==> config.mk <==
export PLATFORM = sky130hd
export DESIGN_NAME = bridge_fifo
export DESIGN_NICKNAME = d
export VERILOG_FILES = /design/src/rtl/bridge_pkg.sv /design/src/rtl/bridge_fifo_mem.sv /design/src/rtl/bridge_fifo.sv
export SDC_FILE = /design/constraint.sdc
export NUM_CORES = 1
export LEC_CHECK = 0
export BUFFER_PORTS_ARGS = -buffer_cell sky130_fd_sc_hd__buf_2
export CAP_MARGIN = 20
export CORE_MARGIN = 10
export CORE_UTILIZATION = 45
export CTS_CLUSTER_DIAMETER = 100
export CTS_CLUSTER_SIZE = 12
export DETAILED_ROUTE_END_ITERATION = 8
export GPL_ROUTABILITY_DRIVEN = 0
export PLACE_DENSITY = 0.61
export REMOVE_ABC_BUFFERS = 1
export SLEW_MARGIN = 20
export SYNTH_ARGS = -nofsm -noshare
export SYNTH_HDL_FRONTEND = slang
export SYNTH_SLANG_ARGS = --single-unit
==> constraint.sdc <==
create_clock -name i_clk -period 2.45 [get_ports i_clk]
set_input_delay 0.3675 -clock i_clk [delete_from_list [all_inputs] [get_ports i_clk]]
set_output_delay 0.3675 -clock i_clk [all_outputs]
set_load 0.005 [all_outputs]
==> src/rtl/bridge_pkg.sv <==
// Shared defaults and width helpers for the bridge datapath blocks.
package bridge_pkg;

  localparam int BRIDGE_DATA_W     = 8;
  localparam int BRIDGE_FIFO_DEPTH = 16;

  // Pointer width: ceil(log2(depth)), at least 1.
  function automatic int ptr_w(input int depth);
    int w;
    w = 0;
    while ((1 << w) < depth) w++;
    return (w < 1) ? 1 : w;
  endfunction

  // Occupancy counter width: one extra bit so DEPTH itself is representable.
  function automatic int cnt_w(input int depth);
    return ptr_w(depth) + 1;
  endfunction

endpackage

==> src/rtl/bridge_fifo_mem.sv <==
// Simple dual-port register array: synchronous write, asynchronous read, no reset.
module bridge_fifo_mem #(
  parameter int DATA_W = 8,
  parameter int DEPTH  = 16,
  parameter int AW     = 4
) (
  input  logic              i_clk,
  input  logic              i_we,
  input  logic [AW-1:0]     i_waddr,
  input  logic [DATA_W-1:0] i_wdata,
  input  logic [AW-1:0]     i_raddr,
  output logic [DATA_W-1:0] o_rdata
);

  logic [DATA_W-1:0] r_mem [DEPTH];

  // Write port; contents survive reset by design.
  always_ff @(posedge i_clk) begin
    if (i_we) r_mem[i_waddr] <= i_wdata;
  end

  assign o_rdata = r_mem[i_raddr];

endmodule

==> src/rtl/bridge_fifo.sv <==
// Circular-buffer FIFO between the I2C slave front-end and the UART path.
// Pointers plus occupancy counter; status derives from the counter only.
module bridge_fifo
  import bridge_pkg::*;
#(
  parameter int DATA_W    = BRIDGE_DATA_W,
  parameter int DEPTH     = BRIDGE_FIFO_DEPTH,
  parameter int AFULL_TH  = 12,
  parameter int AEMPTY_TH = 2,
  parameter int FWFT      = 0
) (
  input  logic                     i_clk,
  input  logic                     i_reset,
  input  logic [DATA_W-1:0]        i_data,
  input  logic                     i_en_write,
  input  logic                     i_en_read,
  input  logic                     i_flush,
  input  logic                     i_clr_err,
  output logic [DATA_W-1:0]        o_data,
  output logic                     o_valid,
  output logic                     o_full,
  output logic                     o_empty,
  output logic                     o_almost_full,
  output logic                     o_almost_empty,
  output logic [cnt_w(DEPTH)-1:0]  o_count,
  output logic                     o_overflow,
  output logic                     o_underflow
);

  localparam int PTR_W = ptr_w(DEPTH);
  localparam int CNT_W = cnt_w(DEPTH);

  localparam logic [PTR_W-1:0] PTR_ONE  = PTR_W'(1);
  localparam logic [CNT_W-1:0] CNT_ONE  = CNT_W'(1);
  localparam logic [CNT_W-1:0] CNT_FULL = CNT_W'(DEPTH);
  localparam logic [CNT_W-1:0] CNT_AF   = CNT_W'(AFULL_TH);
  localparam logic [CNT_W-1:0] CNT_AE   = CNT_W'(AEMPTY_TH);

  logic [PTR_W-1:0]  r_wr_ptr, r_rd_ptr;
  logic [CNT_W-1:0]  r_count;
  logic              r_overflow, r_underflow;
  logic              w_full, w_empty, w_rd_acc, w_wr_acc, w_we;
  logic [DATA_W-1:0] w_rdata;

  assign w_full   = (r_count == CNT_FULL);
  assign w_empty  = (r_count == '0);
  // A read frees a slot in the same cycle, so a full FIFO still takes a write.
  assign w_rd_acc = i_en_read & ~w_empty;
  assign w_wr_acc = i_en_write & (~w_full | w_rd_acc);
  assign w_we     = w_wr_acc & ~i_flush;

  bridge_fifo_mem #(
    .DATA_W (DATA_W),
    .DEPTH  (DEPTH),
    .AW     (PTR_W)
  ) u_mem (
    .i_clk   (i_clk),
    .i_we    (w_we),
    .i_waddr (r_wr_ptr),
    .i_wdata (i_data),
    .i_raddr (r_rd_ptr),
    .o_rdata (w_rdata)
  );

  // Pointers, occupancy and sticky errors; flush beats read/write and raises no errors.
  always_ff @(posedge i_clk or posedge i_reset) begin
    if (i_reset) begin
      r_wr_ptr    <= '0;
      r_rd_ptr    <= '0;
      r_count     <= '0;
      r_overflow  <= 1'b0;
      r_underflow <= 1'b0;
    end else if (i_flush) begin
      r_wr_ptr <= '0;
      r_rd_ptr <= '0;
      r_count  <= '0;
      if (i_clr_err) begin
        r_overflow  <= 1'b0;
        r_underflow <= 1'b0;
      end
    end else begin
      if (w_wr_acc) r_wr_ptr <= r_wr_ptr + PTR_ONE;
      if (w_rd_acc) r_rd_ptr <= r_rd_ptr + PTR_ONE;
      case ({w_wr_acc, w_rd_acc})
        2'b10:   r_count <= r_count + CNT_ONE;
        2'b01:   r_count <= r_count - CNT_ONE;
        default: r_count <= r_count;
      endcase
      // Set has priority over clear.
      if (i_en_write & w_full & ~w_rd_acc) r_overflow <= 1'b1;
      else if (i_clr_err)                  r_overflow <= 1'b0;
      if (i_en_read & w_empty)             r_underflow <= 1'b1;
      else if (i_clr_err)                  r_underflow <= 1'b0;
    end
  end

  generate
    if (FWFT == 0) begin : g_reg
      logic [DATA_W-1:0] r_data;
      logic              r_valid;
      // Registered read: capture the head on an accepted pop, valid for one cycle.
      always_ff @(posedge i_clk or posedge i_reset) begin
        if (i_reset) begin
          r_data  <= '0;
          r_valid <= 1'b0;
        end else if (i_flush) begin
          r_valid <= 1'b0;
        end else begin
          r_valid <= w_rd_acc;
          if (w_rd_acc) r_data <= w_rdata;
        end
      end
      assign o_data  = r_data;
      assign o_valid = r_valid;
    end else begin : g_fwft
      // Head word is always presented; a read acknowledges it.
      assign o_data  = w_rdata;
      assign o_valid = ~w_empty;
    end
  endgenerate

  assign o_full         = w_full;
  assign o_empty        = w_empty;
  assign o_almost_full  = (r_count >= CNT_AF);
  assign o_almost_empty = (r_count <= CNT_AE);
  assign o_count        = r_count;
  assign o_overflow     = r_overflow;
  assign o_underflow    = r_underflow;

endmodule
==> results list, run 1 <==
- The flow ran to the end, but the final reports show violations.
- Violations in the final reports: negative setup slack
- After layout, the minimum clock period comes to 2.50 ns.
- TritonCTS built the clock tree.
* Vias in the first global route: 3394
- The total overflow left after global routing is 0.
- Clock tree root driver cell: sky130_fd_sc_hd__clkbuf_16
- Cell type with the largest total area after synthesis: sky130_fd_sc_hd__edfxtp_1
- Summing the sequential cell areas from Yosys gives 71.9% of the chip area.
* Synth area leaders: sky130_fd_sc_hd__edfxtp_1 (62%), sky130_fd_sc_hd__mux4_2 (12%), sky130_fd_sc_hd__dfrtp_1 (9.7%)
- The first global-routing pass estimated 19.8 mm of wire.
- Dividing the detail-routed wire length by the instance count gives 21.4 um.
* Yosys warning count: 0
* Post-Synthesis Cells: 343
- Counting every sink on the clock net gives 152.
* Number of inserted filler cells in the final layout: 1062
- Final setup fails: 1
* Total clock buffers created by CTS: 17
- Final core occ: 54.8%
- Yosys mapped a number of flops with a built-in enable equal to 128.
- The number of antenna violations at the first check in global routing was 0.
- In the finished design, the share of the clock period the worst path needs comes to 102%.
* Number of violations reported at the end of detailed-routing iteration 0: 211
* Diodes inserted: 0
- Worst voltage drop across the vdd grid: 0.506 mV
- In this run the core area contains 42 standard-cell rows.
* Required time of the critical path: 2.81 ns
- Total routing resource utilization after global routing: 14.6%
- Initial core utilization: 46.3%
* First-pass iteration count of the detailed router: 4
* Most repeated cell in the gate-level netlist after synthesis: sky130_fd_sc_hd__edfxtp_1
* Final hold violation count: 0
- The netlist uses 42 different library cells.
- Hold/Removal Path Class: in2reg
* Per-instance average area after synthesis: 18.0 um^2
- Among all flip-flop cells after synthesis, the most frequent one is sky130_fd_sc_hd__edfxtp_1.
* Via count: 3300
- Together, buffers and inverters on the worst path number 1.
* Arr. time, crit path: 2.86 ns
- Setup repair after global routing could not meet its margin everywhere.
* Critical path's slowest cell: sky130_fd_sc_hd__or4_4
- Post-synth top cells: sky130_fd_sc_hd__edfxtp_1 (128), sky130_fd_sc_hd__mux4_2 (32), sky130_fd_sc_hd__dfrtp_1 (24), sky130_fd_sc_hd__nand2_1 (24), sky130_fd_sc_hd__nor2_1 (21)
* Routed wire length: 12.8 mm
* Pin count of the biggest net entering global routing: 35
- In this run, placement finished with an instance count of 561.
- Die X-Extent: 137 um
* Vias/cell: 5.53
- Worst-path cell chain: or4_4 > o211ai_1 > buf_4 > fa_2 > nand2b_4 > a21oi_2 > xor2_1 > or4_1 > nand3_1
- Largest fanout on the critical path: 2
- Die height: 137 um
- Hpwl dp: 7.92 mm
- The clock passes through at most 2 buffers.
- Dividing total power by cell area gives a power density of 895 nW/um^2.
- IO Pins: 34
- Leakage power: 2.53 nW
- Register Area: 4450 um^2
* Count of buffers inserted at the top-level ports: 33
* Post-synth ARST share: 15.8%
- Critical path capture point type: flip-flop
- The later pin in the worst-skew pair is clocked with a latency of 0.42 ns.
- Timing would allow up to 400 MHz.
- Among cell families on the critical path, the largest total delay comes from simple AND/OR/NAND/NOR gates.
- Delay of the slowest cell on the worst path: 0.54 ns
- Max-slew headroom: 36.1%
- Once detail routing completed, the nets flagged for antenna violations numbered 0.
- Final net count: 431
* Overall die area: 18800 um^2
- Worst setup skew after layout: 0.00544 ns
- Tightest Pin Transition: 0.954 ns
- Summed over its instances, the top area cell type makes up 62.2% of the synthesized netlist area.
- The tool flagged a number of max-cap violations equal to 0.
- H-tree lvl count: 4
- The number of pins exceeding their max-slew limit in the final report is 0.
- Reg clk slew, reported paths: 0.06 ns
* Number of register bits inferred by synthesis: 152
- CORE AREA: 13300 um^2
- For this run, design rule violations remaining after detail routing come to 0.
- Multi-input logic area: 1670 um^2
* Final cell count without fillers: 597
* Final WS setup: -0.0505 ns
- STA classifies the critical path startpoint as a flip-flop.
* Proportion of layout cells with a drive suffix above 1: 32.8%
- Type of the worst setup path: reg2reg
* Post-synthesis instance area: 6180 um^2
- Layout overhead on the synthesized area: 18.2%
[through the flow]
step	instance area, um^2	TNS, ns	hold slack, ns	power (mW)	setup WS [ns]
6_report	7310	-0.0505	0.135	6.54	-0.0505
4_1_cts	7280	0	0.112	6.55	0.000742
2_1_floorplan	6110	-0.126	0.382	3.69	-0.119
3_3_place_gp	6720	0	0.437	4.17	0.0687
3_5_place_dp	6720	0	0.449	4.22	0.00576
5_1_grt	7310	-0.181	0.136	6.85	-0.151
[path summary, 6_finish.rpt]
| check | cells past startpoint | to | slack [ns] | from |
|---|---|---|---|---|
| hold / removal | 2 | o_overflow$_DFF_PP0_ | 0.14 | i_clr_err |
| min in group asynchronous | 4 | o_valid$_DFF_PP0_ | 0.55 | i_reset |
| hold reg to reg | 2 | o_data[0]$_DFFE_PP0P_ | 0.49 | o_data[0]$_DFFE_PP0P_ |
| setup reg to reg | 9 | o_count[4]$_DFFE_PP0P_ | -0.05 | o_count[3]$_DFFE_PP0P_ |
| setup / recovery | 9 | o_count[4]$_DFFE_PP0P_ | -0.05 | o_count[3]$_DFFE_PP0P_ |
| max in group asynchronous | 4 | r_rd_ptr[2]$_DFFE_PP0P_ | 1.62 | i_reset |
[cells in the final DEF (no fill, tap or decap), types with 10 or more instances in the layout]
cell                        netlist  layout
sky130_fd_sc_hd__buf_4            1      27
sky130_fd_sc_hd__nor2_1          21      20
sky130_fd_sc_hd__nand2_1         24      24
sky130_fd_sc_hd__edfxtp_1       128     128
sky130_fd_sc_hd__dfrtp_1         24      23
sky130_fd_sc_hd__mux2i_1         16      16
sky130_fd_sc_hd__inv_1           11      10
sky130_fd_sc_hd__mux4_2          32      32
sky130_fd_sc_hd__buf_2            5      33
sky130_fd_sc_hd__clkbuf_16        0      17
[registers in the layout (all words and copies together), names as in the netlist]
signal	cells
o_valid	1
o_count	5
r_wr_ptr	4
o_underflow	1
o_overflow	1
u_mem.r_mem	128
o_data	8
r_rd_ptr	4
[timing repair]
item | CTS | global route
pin swaps | 1 | 4
hold endpoints to repair | 24 | 0
setup buffers | 1 | 2
endpoints found under the setup margin | 1 | 2
gates resized for setup | 4 | 4
hold buffers | 1 | 0
[cell families (layout without fill, tap and decap cells)]
family | count (synthesis) | count (layout) | synth area share (%)
AOI/OAI and AO/OA | 26 | 26 | 3.36
xor gates and xnor gates | 9 | 9 | 1.27
adders and majority gates | 9 | 9 | 1.94
buffers and inverters | 28 | 106 | 1.88
DFF | 152 | 152 | 71.9
muxes | 49 | 49 | 14.4
and+or+nand+nor | 70 | 70 | 5.24
[worst reg2reg max path, delay by kind of cell, from the launching register on]
family                     cells  cell delay, ns
and+or+nand+nor                4            1.19
adders and majority gates      1            0.21
buffers and inverters          1            0.18
DFF                            1            0.38
AOI/OAI and AO/OA              2            0.32
xor gates and xnor gates       1            0.16
[report_power, final]
group,internal [mW],switching (mW),leakage [nW]
clock,1.29,0.997,0.243
combinational,0.564,0.640,0.817
sequential,2.95,0.0984,1.47
total,4.81,1.73,2.53
[cell type report]
| class | instances | area share [%] |
|---|---|---|
| Sequential cell | 152 | 60.8 |
| Tap cell | 176 | 3.01 |
| Clock inverter | 11 | 1.04 |
| Clock buffer | 21 | 6.03 |
| Multi-Input combinational cell | 163 | 22.8 |
| Inverter | 11 | 0.565 |
| Timing Repair Buffer | 63 | 5.72 |
[layer usage]
layer	vias up	part of all wire (%)	GRT usage [%]	routed length, um
li1	1483	-	-	-
met1	1706	41	18.0	5200
met2	94	51	23.5	6490
met3	17	6.6	4.73	848
met4	0	1.9	5.74	241
met5	-	0	0	0
Power figures use the tool's default switching activity.
==> run 2: changes to the inputs <==
- CTS_BUF_LIST: not set -> sky130_fd_sc_hd__clkbuf_2
==> results list, run 2 (synthesized netlist as in run 1, its figures left out) <==
- Required time of the critical path: 3.09 ns (was 2.81 ns)
* Number of standard-cell rows in the floorplan: 42 (unchanged)
- The clock buffer count from CTS is 17 (unchanged).
- Vias/cell: 5.41 (was 5.53)
* Leakage power: 2.47 nW (was 2.53 nW)
- The highest-delay cell along the critical path is sky130_fd_sc_hd__or4_4 (unchanged).
- Initial core utilization: 46.3% (unchanged)
- The number of DRC violations after detailed-routing iteration 0 came to 218 (was 211).
- Deepest clock path buffer count: 2 (unchanged)
- Start point of the worst hold path: i_en_write (was i_clr_err)
- Total count of max-transition violations in the final report: 0 (unchanged)
- The worst relative slew slack came to 34.5% (was 36.1%).
- Startpoint of the lowest-slack register-to-register path: o_count[2]$_DFFE_PP0P_ (was o_count[3]$_DFFE_PP0P_)
* Global-route wire length before repair: 19.7 mm (was 19.8 mm)
- The maximum fanout along the worst path is 2 (unchanged).
- The stage delay of the slowest cell on the critical path came to 0.55 ns (was 0.54 ns).
- Number of flip-flops under the largest register name: 128 (unchanged)
* Worst-path cell chain: or4_4 > o211ai_1 > buf_4 > fa_2 > nand2b_4 > a21oi_2 > xor2_1 > or4_1 > nand3_1 (unchanged)
* CORE AREA: 13300 um^2 (unchanged)
* Final Hold Slack: 0.187 ns (was 0.135 ns)
* Hpwl dp: 7.92 mm (unchanged)
- Hold/Removal Path Class: in2reg (unchanged)
- Post-layout instance area: 7130 um^2 (was 7310 um^2)
- Cell depth of the worst flop-to-flop path: 9 (unchanged)
- The number of top-level design ports is 34 (unchanged).
- The remaining antenna violation count after routing came to 0 (unchanged).
* Die X-Extent: 137 um (unchanged)
* CTS sink count: 152 (unchanged)
- CTS tree: yes (unchanged)
- Detailed-route wire length per cell: 20.5 um (was 21.4 um)
- The power per unit of standard cell area is 763 nW/um^2 (was 895 nW/um^2).
* First-pass iteration count of the detailed router: 4 (unchanged)
- The post-route worst setup slack was 0.0108 ns (was -0.0505 ns).
- Most common cell after layout, fill and taps aside: sky130_fd_sc_hd__edfxtp_1 (unchanged)
- The capturing point of the worst reg2reg path was o_count[4]$_DFFE_PP0P_ (unchanged).
* Antenna violations before repair: 1 (was 0)
- The register clock-pin slew on the reported worst setup and hold paths is 0.21 ns (was 0.06 ns).
- Top register by number of flip-flops: u_mem.r_mem (unchanged)
* Arr. time, crit path: 3.08 ns (was 2.86 ns)
* Min Tclk post-route: 2.44 ns (was 2.50 ns)
* NetSw: 1.61 mW (was 1.73 mW)
- Type of the worst setup path: reg2reg (unchanged)
- The relative area change from synthesis to final layout is 15.4% (was 18.2%).
- Sequential cell fraction of total power: 56.0% (was 46.7%)
- Max-Cap Viols: 0 (unchanged)
- Final net count: 445 (was 431)
- Fraction of power spent switching nets: 29.5% (was 26.5%)
- The fraction of layout cells with a size suffix above 1 was 33.1% (was 32.8%).
* Clock share of power: 20.9% (was 34.9%)
- Final setup fails: 0 (was 1)
- The pin count of the biggest net entering global routing was 35 (unchanged).
- Hold Crit Depth: 5 (was 2)
- The pre-CTS setup slack came to 0.00576 ns (unchanged).
- Int Pwr: 3.84 mW (was 4.81 mW)
- The sort of element at the end of the critical path was a flip-flop (unchanged).
* Vias in the first global route: 3391 (was 3394)
* Achievable frequency: 410 MHz (was 400 MHz)
- Worst hold endpoint: r_wr_ptr[0]$_DFFE_PP0P_ (was o_overflow$_DFF_PP0_)
* Worst setup skew after layout: 0.0274 ns (was 0.00544 ns)
- The total cell area at the placement stage was 6720 um^2 (unchanged).
* Overall die area: 18800 um^2 (unchanged)
- The count of vias placed by the detailed router is 3311 (was 3300).
* Clock latency on the worst-skew pair: 0.68 ns (was 0.42 ns)
- The filler cell count in the final layout was 1099 (was 1062).
- Register-to-register path setup slack: 0.01 ns (was -0.05 ns)
* Drt drc: 0 (unchanged)
* Final hold violation count: 0 (unchanged)
* Crit path launch type: flip-flop (unchanged)
* Die height: 137 um (unchanged)
* Status: complete, no violations (was complete, but fails checks)
- GRT overflow: 0 (unchanged)
* Worst voltage drop across the vdd grid: 0.383 mV (was 0.506 mV)
- Tightest Pin Transition: 0.979 ns (was 0.954 ns)
- Total routing resource utilization after global routing: 14.3% (was 14.6%)
- The relative contribution of combinational cells to total power came to 23.1% (was 18.4%).
- The number of port buffers is 33 (unchanged).
* Final cycle utilization of the critical path: 99.6% (was 102%)
* Total negative slack for setup checks: 0 ns (was -0.0505 ns)
* Clock tree root driver cell: sky130_fd_sc_hd__clkbuf_2 (was sky130_fd_sc_hd__clkbuf_16)
- The maximum level of the CTS H-tree was 4 (unchanged).
* Most frequent cells in the layout: sky130_fd_sc_hd__edfxtp_1 (128), sky130_fd_sc_hd__buf_2 (33), sky130_fd_sc_hd__mux4_2 (32) (unchanged)
- Total power consumption of the routed design: 5.44 mW (was 6.54 mW)
* Unrepaired setup endpoints after global routing: yes (unchanged)
- The total wire length after detailed routing came to 12.6 mm (was 12.8 mm).
run 2: routing by layer:
layer  up-vias  wire, um  global-route usage, %
met1      1691      5120                   17.8
li1       1509         -                      -
met5         -         0                      0
met2        97      6290                   23.4
met3        14       973                   4.41
met4         0       176                   4.74
run 2: critical path, delay by kind of cell (launching register included):
kind            cells  cell delay, ns
simple gates        4            1.16
flops               1            0.42
compound gates      2            0.31
fa+ha+maj           1            0.21
buf+inv             1            0.18
xor+xnor            1            0.15
run 2: how the worst max path moves through the flow:
stage,start,end,slack (ns),depth (start not counted)
global route,o_count[4]$_DFFE_PP0P_,o_almost_empty,-0.15,3
CTS,o_count[3]$_DFFE_PP0P_,o_count[4]$_DFFE_PP0P_,-0.007,9
detailed placement,o_count[3]$_DFFE_PP0P_,o_count[4]$_DFFE_PP0P_,0.006,9
global placement,o_count[3]$_DFFE_PP0P_,o_count[4]$_DFFE_PP0P_,0.07,9
finish,o_count[2]$_DFFE_PP0P_,o_count[4]$_DFFE_PP0P_,0.01,9
floorplan,o_count[3]$_DFFE_PP0P_,o_count[4]$_DFFE_PP0P_,-0.12,9
run 2: what timing repair did:
action | in CTS | in global routing
setup buffers | 1 | 3
endpoints found under the setup margin | 3 | 5
hold endpoints to repair | 145 | 0
gates resized for setup | 8 | 3
hold buffers | 14 | 0
pin swaps | 1 | 4
run 2: metrics by stage:
stage / instances / util (%)
global placement: 561 / 50.3
global route: 612 / 53.4
detailed placement: 561 / 50.3
floorplan: 326 / -
CTS: 608 / 53.1
finish: 612 / 53.4
run 2: area by class of cell:
| class | instances | area [um^2] | area share, % |
|---|---|---|---|
| multi-input cells | 163 | 1680 | 23.6 |
| well taps | 176 | 220 | 3.09 |
| flip-flops and latches | 152 | 4450 | 62.3 |
| repair buffers | 77 | 559 | 7.84 |
| clock inverters | 11 | 76.3 | 1.07 |
| clock buffers | 21 | 105 | 1.47 |
| diodes | 1 | 2.50 | 0.0351 |
| inverters | 11 | 41.3 | 0.579 |
run 2: power by group through the flow:
| stage | clock [mW] | sequential, mW | combinational, mW |
|---|---|---|---|
| 3_5_place_dp | 0 | 3.11 | 1.11 |
| 3_3_place_gp | 0 | 3.10 | 1.07 |
| 4_1_cts | 1.19 | 3.05 | 1.20 |
| 2_1_floorplan | 0 | 3.16 | 0.533 |
| 6_report | 1.14 | 3.05 | 1.26 |
| 5_1_grt | 1.31 | 3.06 | 1.40 |
